<file path="src/rtl/fpaddsub_pkg.sv">
// Shared widths, sideband layout and stage record types for the FP add/sub datapath.
// Consumed by the normalization pipe and its leading-zero counter.
package fpaddsub_pkg;

  localparam int SUM_W   = 27;
  localparam int FRAC_W  = 23;
  localparam int EXP_W   = 8;
  localparam int NORME_W = 9;
  localparam int SIDE_W  = 9;
  localparam int LZC_W   = 5;
  localparam int EXT_W   = 10;
  localparam int BIAS    = 127;

  // Sideband layout {Sa, Sb, Ctrl, MaxAB, InputExc[4:0]}
  localparam int SIDE_EXC_LSB = 0;
  localparam int SIDE_EXC_W   = 5;
  localparam int SIDE_MAXAB   = 5;
  localparam int SIDE_CTRL    = 6;
  localparam int SIDE_SB      = 7;
  localparam int SIDE_SA      = 8;

  typedef struct packed {
    logic                 sa;
    logic                 sb;
    logic                 ctrl;
    logic                 max_ab;
    logic [SIDE_EXC_W-1:0] input_exc;
  } side_t;

  typedef struct packed {
    logic [SUM_W-1:0] sum;
    logic             sticky;
    logic [EXP_W-1:0] e;
    logic             carry;
    logic [LZC_W-1:0] lzc;
    logic             zero;
  } stage1_t;

  typedef struct packed {
    logic [FRAC_W-1:0]  norm_m;
    logic [NORME_W-1:0] norm_e;
    logic               r;
    logic               s;
    logic               neg_e;
    logic               zero_sum;
  } norm_t;

endpackage

</file>
<file path="src/rtl/fpaddsub_lzc26.sv">
// Combinational leading-zero counter over a 26-bit significand window.
// Returns 26 when the whole window is zero.
module fpaddsub_lzc26
  import fpaddsub_pkg::*;
(
  input  logic [25:0]      din,
  output logic [LZC_W-1:0] cnt
);

  logic found;

  always_comb begin
    cnt   = LZC_W'(26);
    found = 1'b0;
    for (int i = 25; i >= 0; i--) begin
      if (!found && din[i]) begin
        cnt   = LZC_W'(25 - i);
        found = 1'b1;
      end
    end
  end

endmodule

</file>
<file path="src/rtl/fpaddsub_normalize_pipe.sv">
// Two-stage normalization between the significand adder and the rounder.
// Backpressure is enabled by defining FPADDSUB_NORM_STALL_EN; otherwise stages advance every cycle.
module fpaddsub_normalize_pipe
  import fpaddsub_pkg::*;
(
  input  logic                 clk,
  input  logic                 rst,
  input  logic                 in_valid,
  output logic                 in_ready,
  input  logic [SUM_W-1:0]     in_sum,
  input  logic                 in_sticky,
  input  logic [EXP_W-1:0]     in_e,
  input  logic [SIDE_W-1:0]    in_side,
  output logic                 out_valid,
  input  logic                 out_ready,
  output logic [FRAC_W-1:0]    NormM,
  output logic [NORME_W-1:0]   NormE,
  output logic                 R,
  output logic                 S,
  output logic                 NegE,
  output logic                 ZeroSum,
  output logic [SIDE_W-1:0]    out_side
);

  // Shift-left normalization with 10-bit signed exponent; a carry-out ignores lzc.
  function automatic norm_t normalize(input stage1_t st);
    norm_t                    n;
    logic [23:0]              sig24;
    logic [25:0]              sh;
    logic [LZC_W-1:0]         lzc_eff;
    logic signed [EXT_W-1:0]  e_ext;
    logic                     rb;
    logic                     sb;
    n       = '0;
    lzc_eff = st.carry ? '0 : st.lzc;
    sh      = st.sum[25:0] << lzc_eff;
    e_ext   = signed'({2'b00, st.e}) + signed'({9'd0, st.carry})
              - signed'({5'd0, lzc_eff});
    if (st.carry) begin
      sig24 = st.sum[26:3];
      rb    = st.sum[2];
      sb    = (|st.sum[1:0]) | st.sticky;
    end else begin
      sig24 = sh[25:2];
      rb    = sh[1];
      sb    = sh[0] | st.sticky;
    end
    if (st.zero) begin
      n.zero_sum = 1'b1;
    end else begin
      n.norm_m = sig24[FRAC_W-1:0];
      n.neg_e  = (e_ext <= 10'sd0);
      n.norm_e = n.neg_e ? '0 : e_ext[NORME_W-1:0];
      n.r      = rb;
      n.s      = sb;
    end
    return n;
  endfunction

  logic             s2_adv;
  logic [LZC_W-1:0] lzc_in;

  logic             vld_p1_q, vld_p1_d;
  stage1_t          st_p1_q, st_p1_d;
  logic [SIDE_W-1:0] side_p1_q, side_p1_d;

  logic             vld_p2_q, vld_p2_d;
  norm_t            norm_p2_q, norm_p2_d;
  logic [SIDE_W-1:0] side_p2_q, side_p2_d;

  fpaddsub_lzc26 u_lzc (
    .din (in_sum[25:0]),
    .cnt (lzc_in)
  );

`ifdef FPADDSUB_NORM_STALL_EN
  assign s2_adv   = ~vld_p2_q | out_ready;
  assign in_ready = ~vld_p1_q | s2_adv;
`else
  logic unused_out_ready;
  assign unused_out_ready = out_ready;
  assign s2_adv   = 1'b1;
  assign in_ready = 1'b1;
`endif

  always_comb begin
    vld_p1_d  = vld_p1_q;
    st_p1_d   = st_p1_q;
    side_p1_d = side_p1_q;
    vld_p2_d  = vld_p2_q;
    norm_p2_d = norm_p2_q;
    side_p2_d = side_p2_q;

    // Stage 1: capture the raw sum and precompute carry, lzc and exact-zero
    if (in_ready) begin
      vld_p1_d = in_valid;
      if (in_valid) begin
        st_p1_d.sum    = in_sum;
        st_p1_d.sticky = in_sticky;
        st_p1_d.e      = in_e;
        st_p1_d.carry  = in_sum[SUM_W-1];
        st_p1_d.lzc    = lzc_in;
        st_p1_d.zero   = (in_sum == '0) & ~in_sticky;
        side_p1_d      = in_side;
      end
    end

    // Stage 2: normalized fraction, exponent and flags
    if (s2_adv) begin
      vld_p2_d = vld_p1_q;
      if (vld_p1_q) begin
        norm_p2_d = normalize(st_p1_q);
        side_p2_d = side_p1_q;
      end
    end
  end

  always_ff @(posedge clk or posedge rst) begin
    if (rst) begin
      vld_p1_q  <= 1'b0;
      st_p1_q   <= '0;
      side_p1_q <= '0;
      vld_p2_q  <= 1'b0;
      norm_p2_q <= '0;
      side_p2_q <= '0;
    end else begin
      vld_p1_q  <= vld_p1_d;
      st_p1_q   <= st_p1_d;
      side_p1_q <= side_p1_d;
      vld_p2_q  <= vld_p2_d;
      norm_p2_q <= norm_p2_d;
      side_p2_q <= side_p2_d;
    end
  end

  assign out_valid = vld_p2_q;
  assign NormM     = norm_p2_q.norm_m;
  assign NormE     = norm_p2_q.norm_e;
  assign R         = norm_p2_q.r;
  assign S         = norm_p2_q.s;
  assign NegE      = norm_p2_q.neg_e;
  assign ZeroSum   = norm_p2_q.zero_sum;
  assign out_side  = side_p2_q;

endmodule

</file>
<file path="config.mk">
export PLATFORM = sky130hd
export DESIGN_NAME = fpaddsub_normalize_pipe
export DESIGN_NICKNAME = d
export VERILOG_FILES = /design/src/rtl/fpaddsub_pkg.sv /design/src/rtl/fpaddsub_lzc26.sv /design/src/rtl/fpaddsub_normalize_pipe.sv
export SDC_FILE = /design/constraint.sdc
export NUM_CORES = 1
export LEC_CHECK = 0
export BUFFER_PORTS_ARGS = -buffer_cell sky130_fd_sc_hd__buf_2
export CORE_UTILIZATION = 30
export DETAILED_ROUTE_END_ITERATION = 6
export SETUP_SLACK_MARGIN = 0.1
export SLEW_MARGIN = 20
export SYNTH_ARGS = -nofsm -noshare
export SYNTH_HDL_FRONTEND = slang
export SYNTH_SLANG_ARGS = --single-unit
</file>
<file path="constraint.sdc">
create_clock -name clk -period 3.9 [get_ports clk]
set_input_delay 0.39 -clock clk [delete_from_list [all_inputs] [get_ports clk]]
set_output_delay 0.39 -clock clk [all_outputs]
set_load 0.005 [all_outputs]
</file>
==> results.ini, run 1 <==
[run_status]
outcome=finished clean

[placed_design]
place_congestion=0.922
place_hpwl_um=12300
port_buffers=93

[pwr]
p_total_uw=2920
cellLeakagePower_uw=0.00295
vdd_drop_max_mv=0.236
pwr_density_cell_nw_per_um2=427

[timing]
period_share=0.790
worst_pin_slew_ns=0.874
setup_violations=0
fin_crit_ns=3.08
fin_skew_ns=0.00941
setup_tns_ns=0
rsz0062_at_grt=false
fmax_mhz=324
holdWs_ns=0.206
hold_violations=0
maxSlewViolCount=0
max_slew_margin=0.417

[grt]
grt_pass1_vias=4509
grt_pass1_wl_um=26300
antenna_found_initial=0
grt_overflow_total=0
track_usage=0.171
grt_start_max_net_pins=68

[detailed_routing]
avgViaCountPerCell=5.33
drc_errors=0
vias=4708
avgRoutedWirePerCell_um=18.7
drt_pass1_iterations=4
ant_nets=0
drt_wl_total_um=16500
drt_iter0_markers=416

[clock_network]
cts-resized-gates=0
htree_levels=3
ctsHoldBuffers=0
cts_tree=done
cts.path.max_buffers=2
cts_made_buffers=9
clkSinkCount=98
cts-root-buf=clkbuf_16
clk_latency_ns=0.36
cts_setup_buffers=0
path_clk_slew_ns=0.07

[cells_and_area]
layout_common_cells=98 x dfrtp_1, 93 x buf_2, 52 x mux2_2, 44 x o21ai_0, 29 x nor2_1
regArea_um2=2450
diodes=0
multi_input_area_um2=3140
fin_nets=678
drive_above_1_share=0.312
final_common_cell=dfrtp_1
area_growth_pct=15.4
fill_cells=2019

[floorplanning]
die_y_um=143
rows=51
ios=96
die-area_um2=20300
start_util=0.306
core_area_um2=19400
die_x_um=143

[worst_setup_path]
crit_arrival_ns=3.35
cp_max_fo=9
path_class=reg2reg
worst_setup_path_start_kind=flop
worstSetupEndpointType=flop
critical_path_required_ns=4.16

[synthesis]
synth_fp_nets=595
synth.area.top_cells=dfrtp_1 41%, mux2_2 9.9%, mux4_2 4.9%, mux4_1 4.0%, o21ai_0 3.7%
ys.flop_type=dfrtp_1
yosysSeqAreaShare=0.414
postSynth.asyncResetShare=1.00
yosysTopAreaCellShare=0.414
yosys.area.top_type=dfrtp_1
syn_area_per_cell_um2=11.2
yosysUniqueCellTypes=67
syn_inst=531
ys_seq_elements=98
synth.yosys.warnings=0
netlist_area_um2=5930
synth-edff-count=0

[run]
cap_violations=0

[min_path]
hp-class=in2async

==> logic make-up after synthesis <==
logic type | count (synthesis) | share of synthesized area
simple gates | 119 | 0.102
flops | 98 | 0.414
xor+xnor | 7 | 0.0103
mux | 89 | 0.213
buf+inv | 54 | 0.0561
fa+ha+maj | 15 | 0.0329
other cells | 1 | 0.000632
compound gates | 148 | 0.171
==> synth_stat cells, types with 8 or more instances <==
cell type,n
nand2_1,27
a22oi_1,8
o2bb2ai_1,17
inv_1,19
nor3_1,14
mux2_2,52
nor2_1,29
a21oi_1,22
nor2b_1,8
buf_6,8
ha_1,14
mux2i_1,15
mux4_1,9
o21ai_0,44
mux4_2,13
nand3_1,10
clkbuf_1,15
dfrtp_1,98
==> critical path, cell delays in order, from the launching register on <==
cell and delay [ns]:
dfrtp_1 0.49, and2b_2 0.25, inv_1 0.19, ha_1 0.32, fa_1 0.46, a211oi_1 0.35
o21ai_0 0.18, a21oi_1 0.20, xnor2_1 0.18, nand4_1 0.12, o31ai_1 0.23
==> through the flow <==
step / area, um^2 / instances / worst slack (ns) / util
final: 6840 / 883 / 0.818 / 0.353
after global placement: 6570 / 868 / 0.883 / 0.339
after global routing: 6840 / 883 / 0.574 / 0.353
after floorplan: 5930 / 531 / 0.885 / -
after CTS: 6840 / 883 / 0.855 / 0.353
after detailed placement: 6570 / 868 / 0.877 / 0.339
==> power breakdown <==
| part | internal (uW) | total [uW] | switching, uW |
|---|---|---|---|
| Clock | 451 | 849 | 398 |
| Sequential | 1160 | 1290 | 130 |
| Combinational | 381 | 783 | 403 |
==> flip-flops by register name, indices dropped and copies added (netlist names) <==
name,cells
side_p1_q,9
S,1
vld_p1_q,1
out_valid,1
ZeroSum,1
R,1
NormM,23
out_side,9
NegE,1
NormE,9
st_p1_q,42
==> worst paths after layout <==
check                              end  slack (ns)        from  cells past startpoint
max in group asynchronous    NormM[15]        2.75         rst                      3
hold / removal             out_side[1]        0.21         rst                      2
min in group clk           st_p1_q[13]        0.24     in_e[6]                      3
setup reg to reg                  NegE        0.82  st_p1_q[2]                     10
setup / recovery                  NegE        0.82  st_p1_q[2]                     10
hold reg to reg               NormM[2]        0.49    NormM[2]                      1
==> layer usage <==
layer  wire, um  share of wire  vias up  track usage
met5          0              0        -            0
met3       1030          0.062       26       0.0370
met2       7260           0.44      176        0.254
met1       7810           0.47     2314        0.242
met4        404          0.024        0       0.0645
li1           -              -     2192            -
==> final cells by class <==
class	instances	share of cell area
repair buffers	104	0.0801
flip-flops and latches	98	0.359
inverters	22	0.0135
multi-input cells	379	0.460
well taps	265	0.0485
clock buffers	12	0.0360
clock inverters	3	0.00366
Note: power is estimated with default switching activity, not from simulation.
==> inputs of run 2 (changes only) <==
clock period = 3.15 ns   (was 3.9 ns; I/O delays follow)
==> run 2 against run 1 <==
Compared with the run above:
- wire length rose by 1.0%
- the flow now finishes with violations (DRC)
- sequential share of layout area fell by 0.38 points
- global-route usage rose by 0.053 points
- largest cell class unchanged
- via count rose by 2.0%
- highest routed layer unchanged
- final cell count rose by 0.91%
- worst setup slack got worse by 0.49 ns
- non-clock buffer count rose by 7
- critical path type unchanged
- fmax rose by 9.4%
==> results.ini, run 2 (synthesized netlist as in run 1, its figures left out) <==
[clock_network]
clkSinkCount=98  ; unchanged
clk_latency_ns=0.36  ; about the same
cts_tree=done
cts-resized-gates=0  ; unchanged
htree_levels=3  ; unchanged
cts.path.max_buffers=2  ; unchanged
ctsHoldBuffers=0  ; unchanged
path_clk_slew_ns=0.07  ; about the same
cts_made_buffers=9  ; unchanged
cts-root-buf=clkbuf_16
cts_setup_buffers=0  ; unchanged

[pwr]
p_switching_uw=1170  ; +26%
power_frac_clock=0.292  ; about the same
pwr_density_cell_nw_per_um2=528  ; +24%
cellLeakagePower_uw=0.00300  ; +1.5%
p_int_uw=2480  ; +24%
vdd_drop_max_mv=0.286  ; +21%
pwr-share-seq=0.437  ; -0.004
p_comb_frac=0.271  ; +0.003
switching_share=0.321  ; +0.00246

[timing]
setup_violations=0  ; unchanged
fin_skew_ns=0.00741  ; -0.00199 ns
hold_violations=0  ; unchanged
maxSlewViolCount=0  ; unchanged
worst_pin_slew_ns=0.775  ; -0.0998 ns
max_slew_margin=0.484  ; +0.0666
period_share=0.895  ; +0.104
fmax_mhz=355  ; +9.4%
rsz0062_at_grt=false
setup_tns_ns=0  ; unchanged
fin_crit_ns=2.82  ; -0.264 ns

[detailed_routing]
avgRoutedWirePerCell_um=18.7  ; +0.14%
wl_met1_um=7760  ; -0.54%
drt_pass1_iterations=7  ; +3
drt_iter0_markers=463  ; +11%
ant_nets=0  ; unchanged
drc_errors=2  ; +2
avgViaCountPerCell=5.39  ; +1.1%
vias=4802  ; +2.0%
highest_layer=met4
drt_wl_total_um=16700  ; +1.0%
wl_met2_um=7320  ; +0.81%
met3RoutedLength_um=1150  ; +12%

[worst_setup_path]
cp_max_fo=19  ; +10
path_class=reg2reg
worstSetupEndpointType=flop
critical_path_required_ns=3.45  ; -0.71 ns
worst_setup_path_start_kind=flop
crit_arrival_ns=3.12  ; -0.23 ns

[cells_and_area]
fin_util=0.356  ; +0.00374
area_growth_pct=16.6
final_common_cell=dfrtp_1
diodes=0  ; unchanged
layout_common_cells=98 x dfrtp_1, 93 x buf_2, 52 x mux2_2, 44 x o21ai_0, 29 x nor2_1
largest_reg_flops=42  ; unchanged
drive_above_1_share=0.326  ; +0.0136
regArea_um2=2450  ; unchanged
multi_input_area_um2=3150  ; +0.32%
fin_nets=685  ; +1.0%
top_register=st_p1_q
final_area_um2=6910  ; +1.1%
fill_cells=2024  ; +0.25%

[grt]
track_usage=0.172  ; +0.000532
grt_pass1_wl_um=26300  ; about the same
grt_start_max_net_pins=63  ; -7.4%
grt_overflow_total=0  ; unchanged
grt_pass1_vias=4468  ; -0.91%
antenna_found_initial=0  ; unchanged

[placed_design]
place_congestion=0.962  ; +4.3%
port_buffers=93  ; unchanged
placed_area_um2=6620  ; +0.80%
place_hpwl_um=12500  ; +1.3%

[floorplanning]
ios=96  ; unchanged
die-area_um2=20300  ; unchanged
rows=51  ; unchanged
die_x_um=143  ; unchanged
die_y_um=143  ; unchanged
start_util=0.306  ; unchanged
core_area_um2=19400  ; unchanged

[run_status]
outcome=finished, violations left
violations=DRC

[run]
cap_violations=0  ; unchanged

[min_path]
hp-class=in2async

run 2: cell types whose count changed in the layout (fill, tap and decap cells not counted), sizes merged:
cell,change
clkinv,+2
clkbuf,-1
buf,+7
run 2: area by class of cell:
class / count / share of cell area
clock buffers: 11 / 0.0351
clock inverters: 5 / 0.00561
inverters: 22 / 0.0134
multi-input cells: 379 / 0.456
flip-flops and latches: 98 / 0.355
well taps: 265 / 0.0480
repair buffers: 111 / 0.0869
run 2: final timing paths:
kind	start	to	slack [ns]	cells past startpoint
min in group clk	in_e[7]	st_p1_q[14]	0.16	3
setup / recovery	st_p1_q[6]	NormE[7]	0.33	10
hold / removal	rst	out_side[7]	0.08	2
hold reg to reg	NormM[1]	NormM[1]	0.49	1
setup reg to reg	st_p1_q[6]	NormE[7]	0.33	10
max in group asynchronous	rst	NormM[9]	2.27	3
run 2: power by group through the flow:
stage	registers, uW	clock network, uW	logic, uW
global placement	1620	0	979
detailed placement	1620	0	985
global route	1620	1140	1090
floorplan	1570	0	670
finish	1600	1060	988
CTS	1590	1100	988
run 2: per-layer routing:
layer | vias to the layer above | global-route usage
li1 | 2202 | -
met1 | 2370 | 0.241
met2 | 196 | 0.255
met3 | 34 | 0.0404
met4 | 0 | 0.0640
met5 | - | 0
run 2: stage by stage:
step	std cells	hold slack (ns)	setup WS [ns]	power (uW)
2_1_floorplan	531	0.346	0.135	2240
3_3_place_gp	875	0.475	0.285	2600
3_5_place_dp	875	0.475	0.283	2600
4_1_cts	891	0.125	0.254	3690
5_1_grt	891	0.172	0.112	3850
6_report	891	0.0815	0.332	3650
run 2: worst max-delay path, cell delays in order, from the launching register on:
cell	delay, ns
dfrtp_1	0.48
buf_4	0.29
and2b_1	0.24
inv_1	0.12
ha_1	0.25
ha_1	0.35
a21o_1	0.18
nor2_1	0.20
nor3_1	0.08
a311oi_1	0.36
a32o_1	0.21
==> inputs of run 3 (changes only) <==
CORE_MARGIN = 10   (was not set)
GPL_TIMING_DRIVEN = 0   (was not set)
==> run 3 against run 2 <==
Compared with the run above:
- final cell count grew 2.8%
- clock power grew 6%
- final area increased by 3.8%
- the flow finishes with violations (hold timing)
- global-route usage down 2.6 points
- worst setup slack lost 0.16 ns
- worst hold slack got worse by 0.11 ns
- sequential share of layout area fell by 1.3 points
- fmax is 5.3% lower
- sequential power hardly changed
- combinational power rose by 11%
==> results.ini, run 3 (synthesized netlist as in run 1, its figures left out) <==
[run_status]
outcome=finished, violations left
violations=hold timing

[timing]
hold_violations=26  ; +26
rsz0062_at_grt=true
fin_crit_ns=2.98  ; +0.159 ns
setup_tns_ns=0  ; unchanged
fmax_mhz=336  ; -5.3%
holdWs_ns=-0.0240  ; -0.106 ns
fin_skew_ns=0.0105  ; +0.00311 ns
setup_violations=0  ; unchanged
max_slew_margin=0.521  ; +0.0376
period_share=0.945  ; +0.0504
maxSlewViolCount=0  ; unchanged
worst_pin_slew_ns=0.715  ; -0.0591 ns

[floorplanning]
core_area_um2=19500  ; +0.33%
die_y_um=161  ; +13%
start_util=0.305  ; -0.00100
ios=96  ; unchanged
die_x_um=161  ; +13%
rows=51  ; unchanged
die-area_um2=25800  ; +27%

[cells_and_area]
largest_reg_flops=42  ; unchanged
area_growth_pct=21.0
top_register=st_p1_q
fin_nets=707  ; +3.2%
drive_above_1_share=0.338  ; +0.0121
instances_no_fill=916  ; +2.8%
layout_common_cells=97 x dfrtp_1, 95 x buf_2, 52 x mux2_2, 42 x o21ai_0, 28 x nor2_1
final_common_cell=dfrtp_1
fin_util=0.369  ; +0.0122

[worst_setup_path]
path_class=reg2reg
cp_max_fo=10  ; -9
critical_path_required_ns=3.42  ; -0.03 ns
r2r_setup_slack_ns=0.17  ; -0.16 ns
crit_arrival_ns=3.24  ; +0.12 ns
r2r-end=NegE
worst_setup_path_start_kind=flop
worstSetupEndpointType=flop
timing.rr.start=st_p1_q[3]
ff2ff_path_depth=13  ; +3

[detailed_routing]
ant_nets=0  ; unchanged
drc_errors=0  ; -2
drt_pass1_iterations=5  ; -2
avgViaCountPerCell=5.40  ; +0.11%
avgRoutedWirePerCell_um=20.9  ; +12%
drt_iter0_markers=573  ; +24%
vias=4942  ; +2.9%
drt_wl_total_um=19100  ; +15%

[grt]
grt_pass1_vias=4978  ; +11%
grt_start_max_net_pins=51  ; -19%
grt_overflow_total=0  ; unchanged
grt_pass1_wl_um=29600  ; +12%
antenna_found_initial=6  ; +6
track_usage=0.146  ; -0.0256

[pwr]
switching_share=0.334  ; +0.0124
pwr-share-seq=0.419  ; -0.018
power_frac_clock=0.294  ; +0.002
p_int_uw=2540  ; +2.7%
cellLeakagePower_uw=0.00310  ; +3.3%
p_comb_frac=0.287  ; +0.016
vdd_drop_max_mv=0.287  ; +0.31%
p_switching_uw=1270  ; +8.7%
pwr_density_cell_nw_per_um2=532  ; +0.83%
p_total_uw=3820  ; +4.6%

[placed_design]
port_buffers=93  ; unchanged
place_inst=890  ; +1.7%
place_congestion=0.950  ; -1.2%
place_hpwl_um=14700  ; +18%

[clock_network]
cts-root-buf=clkbuf_16
clk_latency_ns=0.36  ; about the same
cts.path.max_buffers=2  ; unchanged
cts_tree=done
htree_levels=3  ; unchanged
clkSinkCount=98  ; unchanged
path_clk_slew_ns=0.07  ; about the same
cts_made_buffers=9  ; unchanged

[min_path]
hp-class=in2async

[run]
cap_violations=0  ; unchanged

[run 3: cell types whose count changed in the layout (fill, tap and decap cells not counted), moves of 3 or more]
cell | before | now
buf_12 | 0 | 3
buf_4 | 18 | 10
buf_6 | 0 | 8
clkbuf_1 | 1 | 14
diode_2 | 0 | 3
[run 3: worst max-delay path, cell delays in order (launching register included)]
cell and delay, ns:
dfrtp_2 0.48, nor2b_1 0.16, buf_6 0.13, inv_2 0.10, buf_6 0.17, buf_6 0.17
ha_1 0.28, ha_4 0.28, a21oi_1 0.25, a21oi_2 0.11, nor2_2 0.17, xor2_1 0.23
nand4_1 0.13, o31ai_1 0.21
[run 3: per-stage QoR]
| stage | cell area, um^2 | hold slack (ns) | worst slack [ns] |
|---|---|---|---|
| 2_1_floorplan | 5930 | 0.346 | 0.135 |
| 3_3_place_gp | 6730 | 0.437 | -1.04 |
| 3_5_place_dp | 6760 | 0.394 | -0.337 |
| 4_1_cts | 7080 | 0.000407 | 0.0729 |
| 5_1_grt | 7170 | 0.00691 | 0.0325 |
| 6_report | 7170 | -0.0240 | 0.173 |
[run 3: worst max-delay path by stage]
stage	startpoint	to	slack, ns	cells after the start
final	st_p1_q[3]	NegE	0.17	13
after global routing	st_p1_q[3]	NegE	0.03	13
after CTS	st_p1_q[6]	NegE	0.07	15
after detailed placement	st_p1_q[3]	NegE	-0.34	14
after global placement	rst	NormM[3]	-1.04	2
after floorplan	st_p1_q[3]	NegE	0.13	14
[run 3: metal layers]
metal | GRT usage | vias to the layer above | wire length [um]
met3 | 0.0348 | 35 | 1290
met1 | 0.191 | 2463 | 8470
met5 | 0 | - | 51
li1 | - | 2257 | -
met4 | 0.0563 | 6 | 460
met2 | 0.228 | 181 | 8880
[run 3: timing repair]
item	CTS	global route
gates cloned	0	0
resized for setup	8	6
setup buffers	1	7
endpoints found under the setup margin	10	10
hold buffers	0	0
pin swaps	4	5
[run 3: cell type report]
class                   instances  area, um^2
fillers                      1957       12300
multi-input cells             379        3190
flip-flops and latches         98        2450
repair buffers                102         553
well taps                     265         332
plain buffers                  31         244
clock buffers                  10         239
inverters                      22        95.1
clock inverters                 6        55.1
diodes                          3        7.51
[run 3: power groups by stage]
stage | clock network (uW) | registers (uW) | logic [uW]
6_report | 1120 | 1600 | 1100
4_1_cts | 1160 | 1600 | 1070
3_5_place_dp | 0 | 1620 | 1050
2_1_floorplan | 0 | 1570 | 670
5_1_grt | 1190 | 1620 | 1200
3_3_place_gp | 0 | 1610 | 1040
